[config.mk]
export PLATFORM = sky130hd
export DESIGN_NAME = reset_requester
export DESIGN_NICKNAME = d
export VERILOG_FILES = /design/src/rtl/reset_requester.sv
export SDC_FILE = /design/constraint.sdc
export NUM_CORES = 1
export LEC_CHECK = 0
export CORE_UTILIZATION = 25
export DETAILED_ROUTE_END_ITERATION = 6
export SYNTH_ARGS = -nofsm -noshare
export SYNTH_HDL_FRONTEND = slang
export SYNTH_SLANG_ARGS = --single-unit
[constraint.sdc]
create_clock -name clk -period 2.55 [get_ports clk]
set_input_delay 0.255 -clock clk [delete_from_list [all_inputs] [get_ports clk]]
set_output_delay 0.255 -clock clk [all_outputs]
set_load 0.02 [all_outputs]
[src/rtl/reset_requester.sv]
// Always-on reset request front end: turns request levels into a timed active-low
// pulse toward the reset generator and tracks the reset handshake, cause record and count.
module reset_requester #(
  parameter int NUM_SRC        = 4,
  parameter int PULSE_CYCLES   = 16,
  parameter int ACK_TIMEOUT    = 1024,
  parameter int HOLDOFF_CYCLES = 8
) (
  input  logic               clk,
  input  logic               rst,
  input  logic [NUM_SRC-1:0] req_src,
  input  logic               sys_rst_n,
  input  logic               cause_clr,
  output logic               rst_req_n,
  output logic               busy,
  output logic [NUM_SRC-1:0] cause,
  output logic               cause_valid,
  output logic               timeout_flag,
  output logic [7:0]         reset_count
);

  localparam int PW = (PULSE_CYCLES > 1) ? $clog2(PULSE_CYCLES) : 1;
  localparam int TW = $clog2(ACK_TIMEOUT);
  localparam int HW = (HOLDOFF_CYCLES > 1) ? $clog2(HOLDOFF_CYCLES) : 1;

  localparam logic [PW-1:0] PULSE_LAST = PW'(PULSE_CYCLES - 1);
  localparam logic [TW-1:0] TMO_LAST   = TW'(ACK_TIMEOUT - 1);
  localparam logic [HW-1:0] HOLD_LAST  = HW'(HOLDOFF_CYCLES - 1);

  typedef enum logic [1:0] {
    IDLE      = 2'd0,
    ASSERT    = 2'd1,
    WAIT_EXIT = 2'd2,
    HOLDOFF   = 2'd3
  } state_t;

  state_t             state, state_nxt;
  logic               rst_req_n_nxt, busy_nxt, cause_valid_nxt, timeout_flag_nxt;
  logic [NUM_SRC-1:0] cause_nxt;
  logic [7:0]         reset_count_nxt;
  logic [PW-1:0]      pulse_cnt, pulse_cnt_nxt;
  logic [TW-1:0]      tmo_cnt, tmo_cnt_nxt;
  logic [HW-1:0]      hold_cnt, hold_cnt_nxt;
  logic               entered, entered_nxt;

  always_ff @(posedge clk or posedge rst) begin
    if (rst) begin
      state        <= IDLE;
      rst_req_n    <= 1'b1;
      busy         <= 1'b0;
      cause        <= '0;
      cause_valid  <= 1'b0;
      timeout_flag <= 1'b0;
      reset_count  <= 8'd0;
      pulse_cnt    <= '0;
      tmo_cnt      <= '0;
      hold_cnt     <= '0;
      entered      <= 1'b0;
    end else begin
      state        <= state_nxt;
      rst_req_n    <= rst_req_n_nxt;
      busy         <= busy_nxt;
      cause        <= cause_nxt;
      cause_valid  <= cause_valid_nxt;
      timeout_flag <= timeout_flag_nxt;
      reset_count  <= reset_count_nxt;
      pulse_cnt    <= pulse_cnt_nxt;
      tmo_cnt      <= tmo_cnt_nxt;
      hold_cnt     <= hold_cnt_nxt;
      entered      <= entered_nxt;
    end
  end

  always_comb begin
    state_nxt        = state;
    rst_req_n_nxt    = rst_req_n;
    cause_nxt        = cause;
    cause_valid_nxt  = cause_valid;
    timeout_flag_nxt = timeout_flag;
    reset_count_nxt  = reset_count;
    pulse_cnt_nxt    = pulse_cnt;
    tmo_cnt_nxt      = tmo_cnt;
    hold_cnt_nxt     = hold_cnt;
    entered_nxt      = entered;

    // Clear first so a same-edge trigger, OR-merge or timeout overrides it.
    if (cause_clr) begin
      cause_nxt        = '0;
      cause_valid_nxt  = 1'b0;
      timeout_flag_nxt = 1'b0;
    end

    if (state != IDLE) begin
      cause_nxt       = cause_nxt | req_src;
      cause_valid_nxt = cause_valid_nxt | (|req_src);
    end

    case (state)
      IDLE: begin
        if (|req_src) begin
          state_nxt       = ASSERT;
          rst_req_n_nxt   = 1'b0;
          cause_nxt       = req_src;
          cause_valid_nxt = 1'b1;
          if (reset_count != 8'hFF) reset_count_nxt = reset_count + 8'd1;
          pulse_cnt_nxt   = PULSE_LAST;
          tmo_cnt_nxt     = '0;
          entered_nxt     = 1'b0;
        end
      end
      ASSERT: begin
        if (pulse_cnt != '0) pulse_cnt_nxt = pulse_cnt - 1'b1;
        if (!sys_rst_n) entered_nxt = 1'b1;
        tmo_cnt_nxt = tmo_cnt + 1'b1;
        if (pulse_cnt == '0 && (entered || !sys_rst_n)) begin
          state_nxt     = WAIT_EXIT;
          rst_req_n_nxt = 1'b1;
          tmo_cnt_nxt   = '0;
        end else if (tmo_cnt == TMO_LAST) begin
          state_nxt        = WAIT_EXIT;
          rst_req_n_nxt    = 1'b1;
          tmo_cnt_nxt      = '0;
          timeout_flag_nxt = 1'b1;
        end
      end
      WAIT_EXIT: begin
        tmo_cnt_nxt = tmo_cnt + 1'b1;
        if (sys_rst_n) begin
          state_nxt    = HOLDOFF;
          hold_cnt_nxt = HOLD_LAST;
        end else if (tmo_cnt == TMO_LAST) begin
          state_nxt        = HOLDOFF;
          hold_cnt_nxt     = HOLD_LAST;
          timeout_flag_nxt = 1'b1;
        end
      end
      HOLDOFF: begin
        if (hold_cnt == '0) state_nxt = IDLE;
        else                hold_cnt_nxt = hold_cnt - 1'b1;
      end
      default: state_nxt = IDLE;
    endcase

    busy_nxt = (state_nxt != IDLE);
  end

endmodule
==> results of run 1 <==
[metrics by stage]
step | area, um^2 | setup slack [ps] | cells
after floorplan | 1936 | 687.5 | 197
after global placement | 2288 | 496.6 | 318
after detailed placement | 2288 | 434.8 | 318
after CTS | 2379 | 416.6 | 326
after global routing | 2379 | 290.7 | 326
final | 2379 | 422.3 | 326
[worst max path at each step]
stage                     from          to  slack [ps]
finish              tmo_cnt[0]  tmo_cnt[0]         420
global route        tmo_cnt[1]  tmo_cnt[3]         290
CTS                 tmo_cnt[0]  tmo_cnt[0]         420
detailed placement  tmo_cnt[0]  tmo_cnt[0]         430
global placement    tmo_cnt[0]  tmo_cnt[0]         500
floorplan           tmo_cnt[0]  tmo_cnt[0]         690
[kinds of logic (layout without fill, tap and decap cells)]
| group | Yosys count | in the layout | synth area share (%) |
|---|---|---|---|
| adders and majority gates | 10 | 10 | 6.464 |
| and+or+nand+nor | 71 | 71 | 18.36 |
| xor gates and xnor gates | 9 | 9 | 4.073 |
| buffers and inverters | 15 | 45 | 3.361 |
| AOI/OAI and AO/OA | 53 | 53 | 19.39 |
| muxes | 3 | 3 | 1.745 |
| DFF | 36 | 36 | 46.61 |
[layout make-up]
cell class | instances | area [um^2]
timing repair buffer | 26 | 252.7
clock buffer | 8 | 90.09
multi-input combinational | 146 | 968.4
fill | 783 | 4991
tap | 99 | 123.9
inverter | 11 | 41.29
sequential | 36 | 902.1
[per-layer routing]
layer	part of all wire (%)	vias up	global-route usage [%]
li1	-	758	-
met1	48	729	13.42
met2	48	31	17.88
met4	1.0	0	3.226
met5	0	-	0
met3	3.6	5	2.538
[Yosys cell counts, drive strengths merged, types with 2 or more instances]
master  instances  share of area, %
nand2b          3              0.97
a22o            4               1.8
a31oi           4               2.1
nor4            2              0.65
inv            11               2.1
nand4           2              0.97
a211o           2              0.91
clkbuf          2              0.39
nand2          20               3.9
nor3            4               1.0
ha             10               6.5
xor2            2              0.91
and3            2              0.65
nor2b           3              0.97
o21ai          13               3.4
dfrtp          35                45
nand3          10               2.6
mux2            3               1.7
a21o            8               3.2
nand3b          3               1.2
nor2           16               3.2
xnor2           7               3.2
buf             2              0.84
a21oi          11               3.0
[worst max-delay path, stage by stage, from the launching register on]
cell,delay (ps)
dfrtp_1,370
ha_1,250
nand3_1,120
or3_1,520
a31oi_4,350
nor2_2,120
mux2_2,280
[power by group through the flow]
stage	sequential (uW)	combinational, uW	clock, uW
finish	851	883	410
global route	881	999	450
CTS	854	899	427
detailed placement	863	897	0
global placement	861	880	0
floorplan	920	533	0
[registers in the layout, indices dropped and copies added, names as in the netlist]
signal,flops
busy,1
cause,4
cause_valid,1
entered,1
hold_cnt,3
pulse_cnt,4
reset_count,8
rst_req_n,1
state,2
timeout_flag,1
tmo_cnt,10
[layout by cell type (no fill, tap or decap), types with 4 or more instances in the layout]
master / instances
a21oi_1: 10
dfrtp_1: 35
nand2_1: 20
nor2_1: 15
a21o_1: 7
clkbuf_8: 6
inv_1: 11
o21ai_0: 10
ha_1: 10
nand3_1: 10
clkdlybuf4s50_1: 23
a22o_1: 4
xnor2_1: 7
nor3_1: 4
==> run_results.csv, run 1 <==
group,metric,value,unit
run_status,outcome,"complete, no violations",
detailed_routing,antenna_left,0,
clocking,clkSlewWorstSetupHoldPaths,70,ps
power_and_ir_drop,p_clk_share,19.1,%
detailed_routing,via_count,1523,
global_route,antenna_found_initial,0,
clocking,clock_latency,280,ps
worst_setup_path,crit_path_end_kind,"flip-flop",
sta,final_hold_viol_count,0,
clocking,cts_buffers,5,
global_route,grt_max_degree,37,
sta,worst_slew_pin_slew,532.6,ps
worst_setup_path,r2r_end,"tmo_cnt[0]",
die,die_h,89.99,um
sta,report.final.setup_viol,0,
yosys,syn_avg_cell_area,9.825,um^2
sta,finalCritPeriodShare,83.44,%
clocking,clockBufferDepth,2,
die,die-area,0.008098,mm^2
final_layout,antenna_cells,0,
worst_setup_path,path_class,"flip-flop to flip-flop",
power_and_ir_drop,p_comb_share,41.2,%
sta,slew_headroom,64.50,%
die,start_util,26.26,%
placed_design,gp_congestion,0.7612,
sta,fin_tns_setup,0,ps
yosys,synth_cells,197,
detailed_routing,routed_wirelength,3932,um
worst_setup_path,crit_fanout,9,
hold_path,hp-class,"input pin to asynchronous set/reset pin",
global_route,grt_pass1_wl,7044,um
power_and_ir_drop,internal_power,1351,uW
yosys,synth-main-ff-cell,"dfrtp_1",
detailed_routing,via_per_inst,4.672,
clocking,cts_resized,0,
placed_design,dp_hpwl,2893,um
final_layout,nets,244,
run,max_cap_viol_count,0,
clocking,root_buffer,"clkbuf_8",
worst_setup_path,required,2720,ps
power_and_ir_drop,ir_drop,0.5014,mV
detailed_routing,firstDrtPassIters,4,
worst_setup_path,r2r_cells,6,
yosys,syn_nets,215,
worst_setup_path,cp-start-kind,"flip-flop",
yosys,synth_edf_count,0,
final_layout,final_core_util,32.28,%
sta,finalClockSkew,2.632,ps
placed_design,port_buffers,23,
global_route,grt-ovfl-total,0,
worst_setup_path,r2r_slack,420,ps
detailed_routing,drt_iter0_drc,63,
sta,whs,373.2,ps
sta,rsz0062_at_grt,"no",
final_layout,drive_above_1_share,9.692,%
clocking,htree_levels,2,
clocking,holdBufCountCts,0,
global_route,grt_pass1_vias,1561,
clocking,postCtsSetupBuffers,0,
sta,clock.fmax,470.0,MHz
detailed_routing,drc,0,
clocking,clock_sinks,36,
power_and_ir_drop,power,2145,uW
yosys,synth_cell_types,49,
power_and_ir_drop,p_leak,0.001038,uW
yosys,syn_area,0.001936,mm^2
die,die_width,89.99,um
yosys,synthArstFlopShare,100.0,%
power_and_ir_drop,power_frac_seq,39.7,%
sta,slew_viol_final,0,
yosys,synth_seq_cells,36,
yosys,yosys_warnings,0,
power_and_ir_drop,powerDensity,901.8,mW/mm^2
power_and_ir_drop,p_sw,794.4,uW
yosys,ys_seq_area_share,46.61,%
worst_setup_path,rr_startpoint,"tmo_cnt[0]",
detailed_routing,avgRoutedWirePerCell,12.06,um
die,ios,24,
global_route,grt_use_total,10.60,%
final_layout,area_delta_synth_final,22.88,%
clocking,cts_tree,"built",
power_and_ir_drop,swShare,37.04,%
die,fp-row-count,31,
worst_setup_path,crit_arrival,2290,ps
sta,finalCriticalPeriod,2128,ps
die,fp.coreArea,0.007370,mm^2
(Power assumes the default switching activity.)
==> inputs of run 2 (changes only) <==
==> constraint.sdc (replaced) <==
create_clock -name clk -period 1.85 [get_ports clk]
set_input_delay 0.185 -clock clk [delete_from_list [all_inputs] [get_ports clk]]
set_output_delay 0.185 -clock clk [all_outputs]
set_load 0.02 [all_outputs]
==> run 2 against run 1 <==
Sequential power increased by 37%. First-iteration DRC count grew 32%. Power up 58%. Maximum frequency is 21% higher. Count of clock-buffer cells in the layout is 1 lower. Global-route usage is 1.3 points higher. Clock power is 32% higher. Die area is the same. Hold slack worse by 160 ps. Flip-flop and latch count did not move.
==> run_results.csv, run 2 (synthesized netlist as in run 1, its figures left out) <==
group,metric,value,unit
detailed_routing,drc,0,
clocking,clock_latency,290,ps
worst_setup_path,slowest_stage,"or3_4",
worst_setup_path,r2r_end,"tmo_cnt[3]",
sta,final_hold_viol_count,0,
clocking,clock_sinks,36,
hold_path,hp-class,"input pin to asynchronous set/reset pin",
worst_setup_path,rr_startpoint,"tmo_cnt[0]",
placed_design,gp_congestion,0.8159,
sta,worst_slew_pin_slew,463.9,ps
clocking,cts_buffers,5,
die,start_util,26.26,%
final_layout,final_common_cell,"buf_4",
worst_setup_path,cp-start-kind,"flip-flop",
placed_design,port_buffers,23,
detailed_routing,routed_wirelength,4416,um
placed_design,dp_hpwl,3396,um
clocking,htree_levels,2,
worst_setup_path,worstSetupStartpoint,"tmo_cnt[0]",
detailed_routing,via_per_inst,4.580,
final_layout,largest-register,"tmo_cnt",
worst_setup_path,crit_arrival,1940,ps
sta,slew_headroom,69.04,%
sta,finalCriticalPeriod,1765,ps
final_layout,area_delta_synth_final,43.70,%
die,fp-row-count,31,
run_status,outcome,"complete, no violations",
final_layout,antenna_cells,0,
run,max_cap_viol_count,0,
detailed_routing,firstDrtPassIters,4,
final_layout,final_cell_mix,"44 x buf_4, 35 x dfrtp_1, 23 x clkdlybuf4s50_1, 20 x nand2_1, 14 x nor2_1",
worst_setup_path,path_class,"flip-flop to flip-flop",
clocking,clkSlewWorstSetupHoldPaths,70,ps
power_and_ir_drop,p_leak,0.001271,uW
power_and_ir_drop,ir_drop,0.7306,mV
clocking,root_buffer,"clkbuf_8",
final_layout,nets,287,
global_route,grt_use_total,11.93,%
die,die-area,0.008098,mm^2
worst_setup_path,path_cells,"ha_2, nand3_1, or3_4, a31oi_4, buf_12, nor4_2, a211o_1",
global_route,antenna_found_initial,0,
sta,slew_viol_final,0,
clocking,cts_tree,"built",
die,fp.coreArea,0.007370,mm^2
sta,report.final.setup_viol,0,
worst_setup_path,critPathMaxStageDelay,370,ps
final_layout,drive_above_1_share,27.41,%
die,die_width,89.99,um
sta,finalCritPeriodShare,95.40,%
die,die_h,89.99,um
global_route,grt_max_degree,20,
die,ios,24,
detailed_routing,antenna_left,0,
final_layout,fill_cells,759,
final_layout,largest_reg_flops,10,
worst_setup_path,crit_fanout,5,
detailed_routing,avgRoutedWirePerCell,11.97,um
power_and_ir_drop,powerDensity,1215,mW/mm^2
final_layout,final_core_util,37.74,%
global_route,grt_pass1_wl,7845,um
sta,clock.fmax,566.6,MHz
worst_setup_path,r2r_slack,90,ps
worst_setup_path,r2r_cells,7,
detailed_routing,drt_iter0_drc,83,
clocking,clockBufferDepth,2,
global_route,grt_pass1_vias,1698,
worst_setup_path,crit_path_end_kind,"flip-flop",
global_route,grt-ovfl-total,0,
worst_setup_path,required,2030,ps
worst_setup_path,cp-endpoint,"tmo_cnt[3]",
final_layout,reg_top3,"tmo_cnt: 10 flops, reset_count: 8 flops",
sta,finalClockSkew,8.500,ps
detailed_routing,via_count,1690,
power_and_ir_drop,power,3381,uW
[run 2: cell count changes in the layout (fill, tap and decap cells not counted), sizes merged]
cell,previous run,this run
buf,3,46
clkbuf,8,7
clkinv,0,1
[run 2: metal layers]
metal  GRT usage [%]  part of all wire (%)  vias up
li1                -                     -      849
met1           16.35                    50      813
met2           18.65                    46       22
met3           2.538                   3.2        6
met4           4.032                   1.3        0
met5               0                     0        -
[run 2: power by group]
part           internal [uW]  switching [uW]
Clock                    264             275
Sequential               989             185
Combinational            889             779
[run 2: metrics by stage]
step	hold slack (ps)	setup slack, ps	TNS (ps)	std cells	area [um^2]
6_report	214.9	85.09	0	369	2781
5_1_grt	239.5	-6.687	-6.687	369	2781
4_1_cts	223.5	17.77	0	369	2733
3_5_place_dp	464.5	-101.5	-624.6	358	2601
3_3_place_gp	468.6	-115.5	-494.7	358	2601
2_1_floorplan	277.3	12.97	0	197	1937
[run 2: timing repair]
item,4_1_cts,5_1_grt
hold buffers,0,0
pin swaps,1,4
setup buffers,3,0
resized for setup,5,12
setup endpoints to repair,10,15
[run 2: how the worst min path moves through the flow]
stage | cells past startpoint | endpoint | slack [ps]
finish | 2 | tmo_cnt[6] | 210
global placement | 1 | cause[3] | 470
global route | 2 | tmo_cnt[6] | 240
floorplan | 1 | cause[0] | 280
CTS | 2 | tmo_cnt[6] | 220
detailed placement | 1 | cause[3] | 460
[run 2: final cells by class]
| cell class | instances | area [um^2] | area share, % |
|---|---|---|---|
| Clock buffer | 7 | 76.32 | 2.744 |
| Clock inverter | 1 | 5.005 | 0.1799 |
| Inverter | 11 | 41.29 | 1.484 |
| Multi-Input combinational cell | 146 | 1032 | 37.11 |
| Sequential cell | 36 | 902.1 | 32.43 |
| Tap cell | 99 | 123.9 | 4.453 |
| Timing Repair Buffer | 69 | 600.6 | 21.59 |
[run 2: critical path, delay by kind of cell, from the launching register on]
kind / cells / cell delay [ps]
buf+inv: 1 / 140
fa+ha+maj: 1 / 190
flops: 1 / 360
simple gates: 3 / 520
compound gates: 2 / 440
